[src/rtl/dlx_pkg.sv]
// DLX write-back shared types and result formatting helpers.
// Holds the FIFO entry layout plus load alignment and destination decode.
package dlx_pkg;

    typedef enum logic [1:0] {
        WB_NONE = 2'd0,
        WB_ALU  = 2'd1,
        WB_LOAD = 2'd2,
        WB_LINK = 2'd3
    } wb_kind_t;

    typedef enum logic [1:0] {
        SZ_BYTE = 2'd0,
        SZ_HALF = 2'd1,
        SZ_WORD = 2'd2
    } ld_size_t;

    typedef struct packed {
        wb_kind_t    kind;
        logic [4:0]  rd;
        logic [31:0] alu;
        logic [31:0] mem;
        ld_size_t    size;
        logic        sgn;
        logic [1:0]  addr_lo;
        logic [31:0] pc;
    } wb_entry_t;

    localparam logic [4:0] REG_ZERO = 5'd0;

    // Big-endian lane select; misaligned accesses drop the low address bits.
    function automatic logic [31:0] ld_align(
        input logic [31:0] mem,
        input ld_size_t    size,
        input logic        sgn,
        input logic [1:0]  addr_lo
    );
        logic [7:0]  b;
        logic [15:0] h;
        logic [31:0] r;
        unique case (addr_lo)
            2'd0:    b = mem[31:24];
            2'd1:    b = mem[23:16];
            2'd2:    b = mem[15:8];
            default: b = mem[7:0];
        endcase
        h = addr_lo[1] ? mem[15:0] : mem[31:16];
        case (size)
            SZ_BYTE: r = {{24{sgn & b[7]}}, b};
            SZ_HALF: r = {{16{sgn & h[15]}}, h};
            default: r = mem;
        endcase
        return r;
    endfunction

    function automatic logic ld_misalign(
        input ld_size_t   size,
        input logic [1:0] addr_lo
    );
        logic m;
        case (size)
            SZ_HALF: m = addr_lo[0];
            SZ_WORD: m = (addr_lo != 2'd0);
            default: m = 1'b0;
        endcase
        return m;
    endfunction

    function automatic logic [31:0] wb_data(input wb_entry_t e);
        logic [31:0] d;
        case (e.kind)
            WB_ALU:  d = e.alu;
            WB_LOAD: d = ld_align(e.mem, e.size, e.sgn, e.addr_lo);
            WB_LINK: d = e.pc + 32'd4;
            default: d = 32'd0;
        endcase
        return d;
    endfunction

    function automatic logic [4:0] wb_dest(
        input wb_entry_t  e,
        input logic [4:0] link_reg
    );
        return (e.kind == WB_LINK) ? link_reg : e.rd;
    endfunction

endpackage

[src/rtl/wb_fifo.sv]
// Small synchronous FIFO of write-back entries.
// Supports push and pop in the same cycle, including when full.
module wb_fifo
    import dlx_pkg::*;
#(
    parameter int DEPTH = 2
) (
    input  logic      clk,
    input  logic      rst,
    input  logic      push,
    input  logic      pop,
    input  wb_entry_t din,
    output wb_entry_t dout,
    output logic      full,
    output logic      empty
);

    localparam int AW = $clog2(DEPTH);

    wb_entry_t    mem [DEPTH];
    logic [AW-1:0] wr_ptr;
    logic [AW-1:0] rd_ptr;
    logic [AW:0]   count;
    logic          do_pop;
    logic          do_push;

    assign full    = (count == (AW+1)'(DEPTH));
    assign empty   = (count == '0);
    assign do_pop  = pop && !empty;
    assign do_push = push && (!full || do_pop);
    assign dout    = mem[rd_ptr];

    // Storage write; contents need no reset since count gates reads.
    always_ff @(posedge clk) begin
        if (do_push) mem[wr_ptr] <= din;
    end

    // Pointer and occupancy tracking.
    always_ff @(posedge clk) begin
        if (rst) begin
            wr_ptr <= '0;
            rd_ptr <= '0;
            count  <= '0;
        end else begin
            if (do_push) wr_ptr <= wr_ptr + 1'b1;
            if (do_pop)  rd_ptr <= rd_ptr + 1'b1;
            case ({do_push, do_pop})
                2'b10:   count <= count + 1'b1;
                2'b01:   count <= count - 1'b1;
                default: count <= count;
            endcase
        end
    end

endmodule

[src/rtl/wb_unit.sv]
// DLX write-back stage: result FIFO, formatting, register write and scoreboard.
// Optional WB_FWD_EN exposes the FIFO head's formatted result for bypass.
module wb_unit
    import dlx_pkg::*;
#(
    parameter int         DEPTH    = 2,
    parameter logic [4:0] LINK_REG = 5'd31
) (
    input  logic        clk,
    input  logic        rst,
    input  logic        iss_valid,
    input  logic [4:0]  iss_rd,
    input  logic        in_valid,
    output logic        in_ready,
    input  logic [1:0]  in_kind,
    input  logic [4:0]  in_rd,
    input  logic [31:0] in_alu,
    input  logic [31:0] in_mem,
    input  logic [1:0]  in_size,
    input  logic        in_signed,
    input  logic [1:0]  in_addr_lo,
    input  logic [31:0] in_pc,
    input  logic        wb_hold,
    output logic        WB,
    output logic [4:0]  Rd,
    output logic [31:0] reg_s,
    output logic [31:0] pending,
    output logic        misalign
`ifdef WB_FWD_EN
    ,
    output logic        fwd_valid,
    output logic [4:0]  fwd_rd,
    output logic [31:0] fwd_data
`endif
);

    wb_entry_t   in_e;
    wb_entry_t   head;
    logic        full;
    logic        empty;
    logic        push;
    logic        pop;
    logic [4:0]  head_dest;
    logic [31:0] head_data;
    logic        head_wr;
    logic [31:0] pend_nxt;

    assign in_e = '{
        kind:    wb_kind_t'(in_kind),
        rd:      in_rd,
        alu:     in_alu,
        mem:     in_mem,
        size:    ld_size_t'(in_size),
        sgn:     in_signed,
        addr_lo: in_addr_lo,
        pc:      in_pc
    };

    assign in_ready = !full;
    assign push     = in_valid && in_ready;
    assign pop      = !empty && !wb_hold;

    wb_fifo #(.DEPTH(DEPTH)) u_fifo (
        .clk   (clk),
        .rst   (rst),
        .push  (push),
        .pop   (pop),
        .din   (in_e),
        .dout  (head),
        .full  (full),
        .empty (empty)
    );

    assign head_dest = wb_dest(head, LINK_REG);
    assign head_data = wb_data(head);
    assign head_wr   = (head.kind != WB_NONE) && (head_dest != REG_ZERO);

`ifdef WB_FWD_EN
    assign fwd_valid = !empty && head_wr;
    assign fwd_rd    = head_dest;
    assign fwd_data  = head_data;
`endif

    // Register write port; Rd/reg_s hold their values when nothing is written.
    always_ff @(posedge clk) begin
        if (rst) begin
            WB       <= 1'b0;
            Rd       <= REG_ZERO;
            reg_s    <= 32'd0;
            misalign <= 1'b0;
        end else begin
            misalign <= pop && (head.kind == WB_LOAD)
                        && ld_misalign(head.size, head.addr_lo);
            if (pop && head_wr) begin
                WB    <= 1'b1;
                Rd    <= head_dest;
                reg_s <= head_data;
            end else begin
                WB    <= 1'b0;
            end
        end
    end

    // Scoreboard next state: a new claim overrides a retiring write.
    always_comb begin
        pend_nxt = pending;
        if (pop && head_wr) pend_nxt[head_dest] = 1'b0;
        if (iss_valid)      pend_nxt[iss_rd]    = 1'b1;
        pend_nxt[0] = 1'b0;
    end

    // Scoreboard register.
    always_ff @(posedge clk) begin
        if (rst) pending <= 32'd0;
        else     pending <= pend_nxt;
    end

endmodule

[config.mk]
export PLATFORM = sky130hd
export DESIGN_NAME = wb_unit
export DESIGN_NICKNAME = d
export VERILOG_FILES = /design/src/rtl/dlx_pkg.sv /design/src/rtl/wb_fifo.sv /design/src/rtl/wb_unit.sv
export SDC_FILE = /design/constraint.sdc
export NUM_CORES = 1
export LEC_CHECK = 0
export BUFFER_PORTS_ARGS = -buffer_cell sky130_fd_sc_hd__buf_2
export CAP_MARGIN = 10
export CORE_ASPECT_RATIO = 0.75
export CORE_UTILIZATION = 35
export DETAILED_ROUTE_END_ITERATION = 8
export SLEW_MARGIN = 25
export SYNTH_ARGS = -nofsm -noshare
export SYNTH_HDL_FRONTEND = slang
export SYNTH_SLANG_ARGS = --single-unit
[constraint.sdc]
create_clock -name clk -period 7.5 [get_ports clk]
set_clock_uncertainty 0.2 [all_clocks]
set_input_delay 0 -clock clk [delete_from_list [all_inputs] [get_ports clk]]
set_output_delay 0 -clock clk [all_outputs]
set_load 0.1 [all_outputs]
# After elaboration in Yosys (flattened, before gate mapping)
# Memories as Yosys holds them, arrays and structs flattened. A register that Yosys moved wholly into a read port is not among the register bits.
# Cells that the tools add are included.
[classes] add_sub_neg=5 magnitude_cmp=4 n_eq_ne=10 mux=20 bitwise_logic=5 reduce_logical=21
[ops] op="case mux 32 bit (3 select lines)" n=1
[ops] op="2-to-1 mux 32 bit" n=2
[ops] op="case mux 32 bit (2 select lines)" n=1
[ops] op="adder 32 x 3 -> 32 bit (second input constant)" n=1
[ops] op="AND 32 bit" n=1
[ops] op="NOT 32 bit" n=1
[ops] op="bitwise OR 32 bit" n=1
[ops] op="case mux 8 bit (3 select lines)" n=1
[ops] op="2-to-1 mux 16 bit" n=1
[ops] op="equality test 2 bit (second input constant)" n=6
[ops] op="less-than comparator 5 x 6 -> 1 bit (second input constant)" n=2
[ops] op="demux 1 bit (select 5 bit)" n=2
[ops] op="greater-or-equal comparator 5 x 1 -> 1 bit (second input constant)" n=2
[ops] op="logical AND 1 bit" n=10
[ops] op="equality test 2 x 1 -> 1 bit (second input constant)" n=4
[ops] op="2-to-1 mux 1 bit" n=8
[ops] op="2-to-1 mux 8 bit" n=1
[ops] op="zero test 2 bit" n=3
[ops] op="nonzero test 2 bit" n=3
[ops] op="2-to-1 mux 5 bit" n=1
[ops] op="nonzero test 5 bit" n=1
[ops] op="case mux 2 bit (2 select lines)" n=1
[ops] op="zero test 1 bit" n=3
[ops] op="adder 1 bit (second input constant)" n=2
[ops] op="other kinds (5)" n=6
[totals] regBits=75 mem_bits_rw=216 input_bits=118 out_inout_bits=72 word_cells=75 memories=1
[mem_list] name="u_fifo.mem" words=2 word_bits=108 rd=1 rd_ports_with_merged_regs=1 write_ports=1 line="wb_fifo.sv:20" text="wb_entry_t mem [DEPTH];"

# Depth between registers and ports, before layout
[logic_depth] ltp_word=11 ltp_mapped=17

# Modules after synthesis
# A second synthesis with hierarchy kept.
[hier_totals] hier_cells=958 hier_area_um2=12851.1
[modules_own_cells] module="wb_fifo" instances=1 cells_per_inst=366 area_each_um2=8102.8 seq_area_each_um2=6586.3
[modules_own_cells] module="wb_unit" instances=1 cells_per_inst=592 area_each_um2=4748.3 seq_area_each_um2=1401.3

# Worst setup path after synthesis
# Ideal clock, no wire load.
[synth_timing] path_kind="register -> register" from="register u_fifo.count[0]" to="memory u_fifo.mem[0][0] (netlist bit), enable pin" arrival_ns=5.986 t_required_ns=6.724 setup_slack_ns=0.738 path_stages_with_launch=4 path_buffers=0 synth_period_minus_slack_ns=6.762 path_cell_list="dfxtp_1 nand2b_1 nand2_1 nor2_1"
[synth_between] elab_cells_between_ends=11 cone_classes="1 x eq/ne; 2 x mux; 8 x reduce/logical"
[synth_lines] element="from (decl)" line="wb_fifo.sv:23" text="logic [AW:0] count;"
[synth_lines] element="from (signal assigned)" line="wb_fifo.sv:48" text="2'b10: count <= count + 1'b1;"
[synth_lines] element="from (signal assigned)" line="wb_fifo.sv:49" text="2'b01: count <= count - 1'b1;"
[synth_lines] element="from (signal assigned)" line="wb_fifo.sv:50" text="default: count <= count;"
[synth_lines] element="equality test 2 bit *" line="wb_fifo.sv:27" text="assign full = (count == (AW+1)'(DEPTH));"
[synth_lines] element="zero test 1 bit *" line="wb_unit.sv:59" text="assign in_ready = !full;"
[synth_lines] element="net in_ready" line="wb_unit.sv:14" text="output logic in_ready,"
[synth_lines] element="logical AND 1 bit or logical OR 1 bit (tied branches)" line="wb_unit.sv:60, wb_fifo.sv:30"
[synth_lines] element="logical AND 1 bit *" line="wb_fifo.sv:30" text="assign do_push = push && (!full || do_pop);"
[synth_lines] element="2-to-1 mux 1 bit *" line="wb_fifo.sv:35" text="if (do_push) mem[wr_ptr] <= din;"
[synth_lines] element="2-to-1 mux 1 bit (not written as such) *" line="wb_fifo.sv:35"
[synth_lines] element="to (decl)" line="wb_fifo.sv:20"
# The timed path passes the listed nets; every way through them passes the cells marked *.

==> reports/qor.yml <==
seq_power_share: 0.387
fmax_mhz: 252
cts_buffers: 30
grt_max_degree: 78
synth_top_family_by_area: "compound AO/OA/AOI/OAI gates"
wl_per_cell_um: 20.2
yosysTopAreaCellShare: 0.512
synth.avg_cell_area_um2: 12.8
firstDrtPassIters: 5
hp-start: "in_alu[11]"
drc: 0
ys_types: 74
cp.required_ns: 7.76
drtIter0Drc: 710
h-tree-depth: 1
end_kind: "register"
cap_violations: 0
hpwl_mm: 25.6
clock_latency_ns: 0.56
path_clk_slew_ns: 0.06
peakVddDrop_v: 0.000220
layout_commonest_cell: "dlygate4sd3_1"
tritoncts: "done"
grt_usage: 0.200
hold_ws_ns: 0.0294
num_vias: 9785
nNetsFinal: 1523
synth_area_leaders: "edfxtp_1 51%, dfxtp_1 12%, mux2i_1 8.1%"
outcome: "completed"
synth_compound_area_frac: 0.126
critPathLaunchType: "register"
areaGrowthSynthToFinish_pct: 36.2
synthMuxAreaShare: 0.0995
place.gp.congestion: 0.920
rsz0062_at_grt: "false"
overflow: 0
cts.repair.resized: 0
power.density_mw_per_mm2: 331
min_period_ns: 3.97
yosysTopAreaCell: "edfxtp_1"
sw_frac_of_total: 0.396
seq_area_frac_synth: 0.631
p_int_uw: 3440
reg2reg_depth: 8
hold_viol_final: 0
postCtsHoldBufs: 229
layout.cells.most_common_list: "229 x dlygate4sd3_1, 216 x edfxtp_1, 188 x buf_2"
holdPathEnd: "u_fifo.mem[1][80]$_DFFE_PP_"
hold_class: "in -> reg"
synth_edf_count: 216
tns_ns: 0
timing.rr.end: "reg_s[25]$_SDFFE_PP0N_"
synth_fp_nets: 1115
rrSetupSlack_ns: 3.53
cpMaxStageDelayCell: "buf_4"
drive_gt1_frac: 0.200
cts.sinks: 291
grt_pass1_vias: 9615
critical_path.max_fanout: 77
whs_path_depth: 2
clockBufferDepth: 3
cts-root-buf: "clkbuf_16"
ys.flop_type: "edfxtp_1"
rows: 59
async_flop_share: 0
worstMarginPinSlew_ns: 0.973
worst_path_most_repeated_cell: "buf_4"
synth_cells: 992
setup_slack_ns: 3.53
leakagePower_uw: 0.00626
ys.warnings.count: 0
setup_viol: 0
wirelength_mm: 38.0
placed_area_mm2: 0.0140
pwr-share-clk: 0.247
path_cells: "buf_4 -> inv_1 -> o31ai_1 -> a41oi_4 -> buf_4 -> o31a_1 -> o221a_2 -> o32ai_1"
ys_seq_elements: 291
synth.cell_area_mm2: 0.0127
antenna_found_initial: 1
postCtsSetupBuffers: 0
p_switching_uw: 2260
vias_per_cell: 5.20
arrival_ns: 4.23
coreArea_mm2: 0.0351
die-area_mm2: 0.0370
relSlewSlack: 0.333
min_period_over_period: 0.529
die_x_um: 222
synth-simple-area-share: 0.0959
die_height_um: 167
drv_slew: 0
synth_xor_area_frac: 0.0187
grt_pass1_wl_mm: 57.2
antenna_cells: 0
path_class: "reg -> reg"
ios: 190
power_frac_comb: 0.366
cpPeakStageDelay_ns: 0.67
port_buffers: 188
pre_cts_slack_ns: 3.61
final_area_mm2: 0.0172
antenna_left: 0
initial_core_util: 0.360
synth_adder_area_share: 0.00494
==> metrics by stage <==
stage / total power [uW] / instances / util
6_report: 5700 / 1881 / 0.491
5_1_grt: 5930 / 1881 / 0.491
4_1_cts: 5720 / 1881 / 0.491
3_5_place_dp: 4210 / 1596 / 0.399
3_3_place_gp: 4220 / 1596 / 0.399
2_1_floorplan: 3720 / 992 / -
==> synth_stat cells, types with 12 or more instances <==
cell type	instances
edfxtp_1	216
clkbuf_1	22
o21ai_0	60
xor2_1	19
nand3_1	26
mux2_2	19
o22ai_1	12
buf_2	18
a21oi_1	62
nor2_1	72
a211oi_1	12
dfxtp_1	75
a311oi_1	12
mux2i_1	103
inv_1	13
nand2_1	72
==> area by class of cell <==
class	instances	area (um2)
fill	3166	17900
sequential	291	7990
multi-input combinational	637	4400
timing repair buffer	427	3310
clock buffer	41	843
tap	457	572
clock inverter	15	78.8
inverter	13	48.8
==> sequential cells by signal, indices dropped and copies added (netlist names), named ones only <==
signal,count
u_fifo.rd_ptr,1
u_fifo.wr_ptr,1
WB,1
pending,31
reg_s,32
u_fifo.mem,216
u_fifo.count,2
Rd,5
misalign,1
==> worst max-delay path, delay by kind of cell, from the launching register on <==
kind	cells	cell delay [ns]
AO/OA/AOI/OAI	5	1.71
buffers and inverters	3	1.46
flip-flops	1	0.41
==> worst max path at each step <==
stage                                       endpoint  depth (start not counted)
final                         reg_s[25]$_SDFFE_PP0N_                          8
after global routing          reg_s[22]$_SDFFE_PP0N_                          8
after CTS                     reg_s[25]$_SDFFE_PP0N_                          8
after detailed placement      reg_s[25]$_SDFFE_PP0N_                          8
after global placement        reg_s[23]$_SDFFE_PP0N_                          8
after floorplan           u_fifo.mem[0][0]$_DFFE_PP_                          3
==> layer usage <==
layer,vias to the layer above,GRT usage,wire length [um]
li1,4625,-,-
met1,4770,0.290,17900
met2,326,0.305,16800
met3,62,0.0351,2190
met4,2,0.0616,1120
met5,-,0,13
==> cells by family after synthesis <==
logic type                 after synthesis
adders and majority gates                5
and+or+nand+nor                        245
buffers and inverters                   64
AOI/OAI and AO/OA                      236
DFF                                    291
xor gates and xnor gates                27
other                                    1
muxes                                  123
==> power groups by stage <==
stage,registers (uW),logic [uW],clock network (uW)
after floorplan,2670,1040,0
after CTS,2210,2080,1430
after detailed placement,2230,1980,0
final,2210,2090,1410
after global routing,2230,2210,1490
after global placement,2240,1980,0
Note: power is estimated with default switching activity, not from simulation.
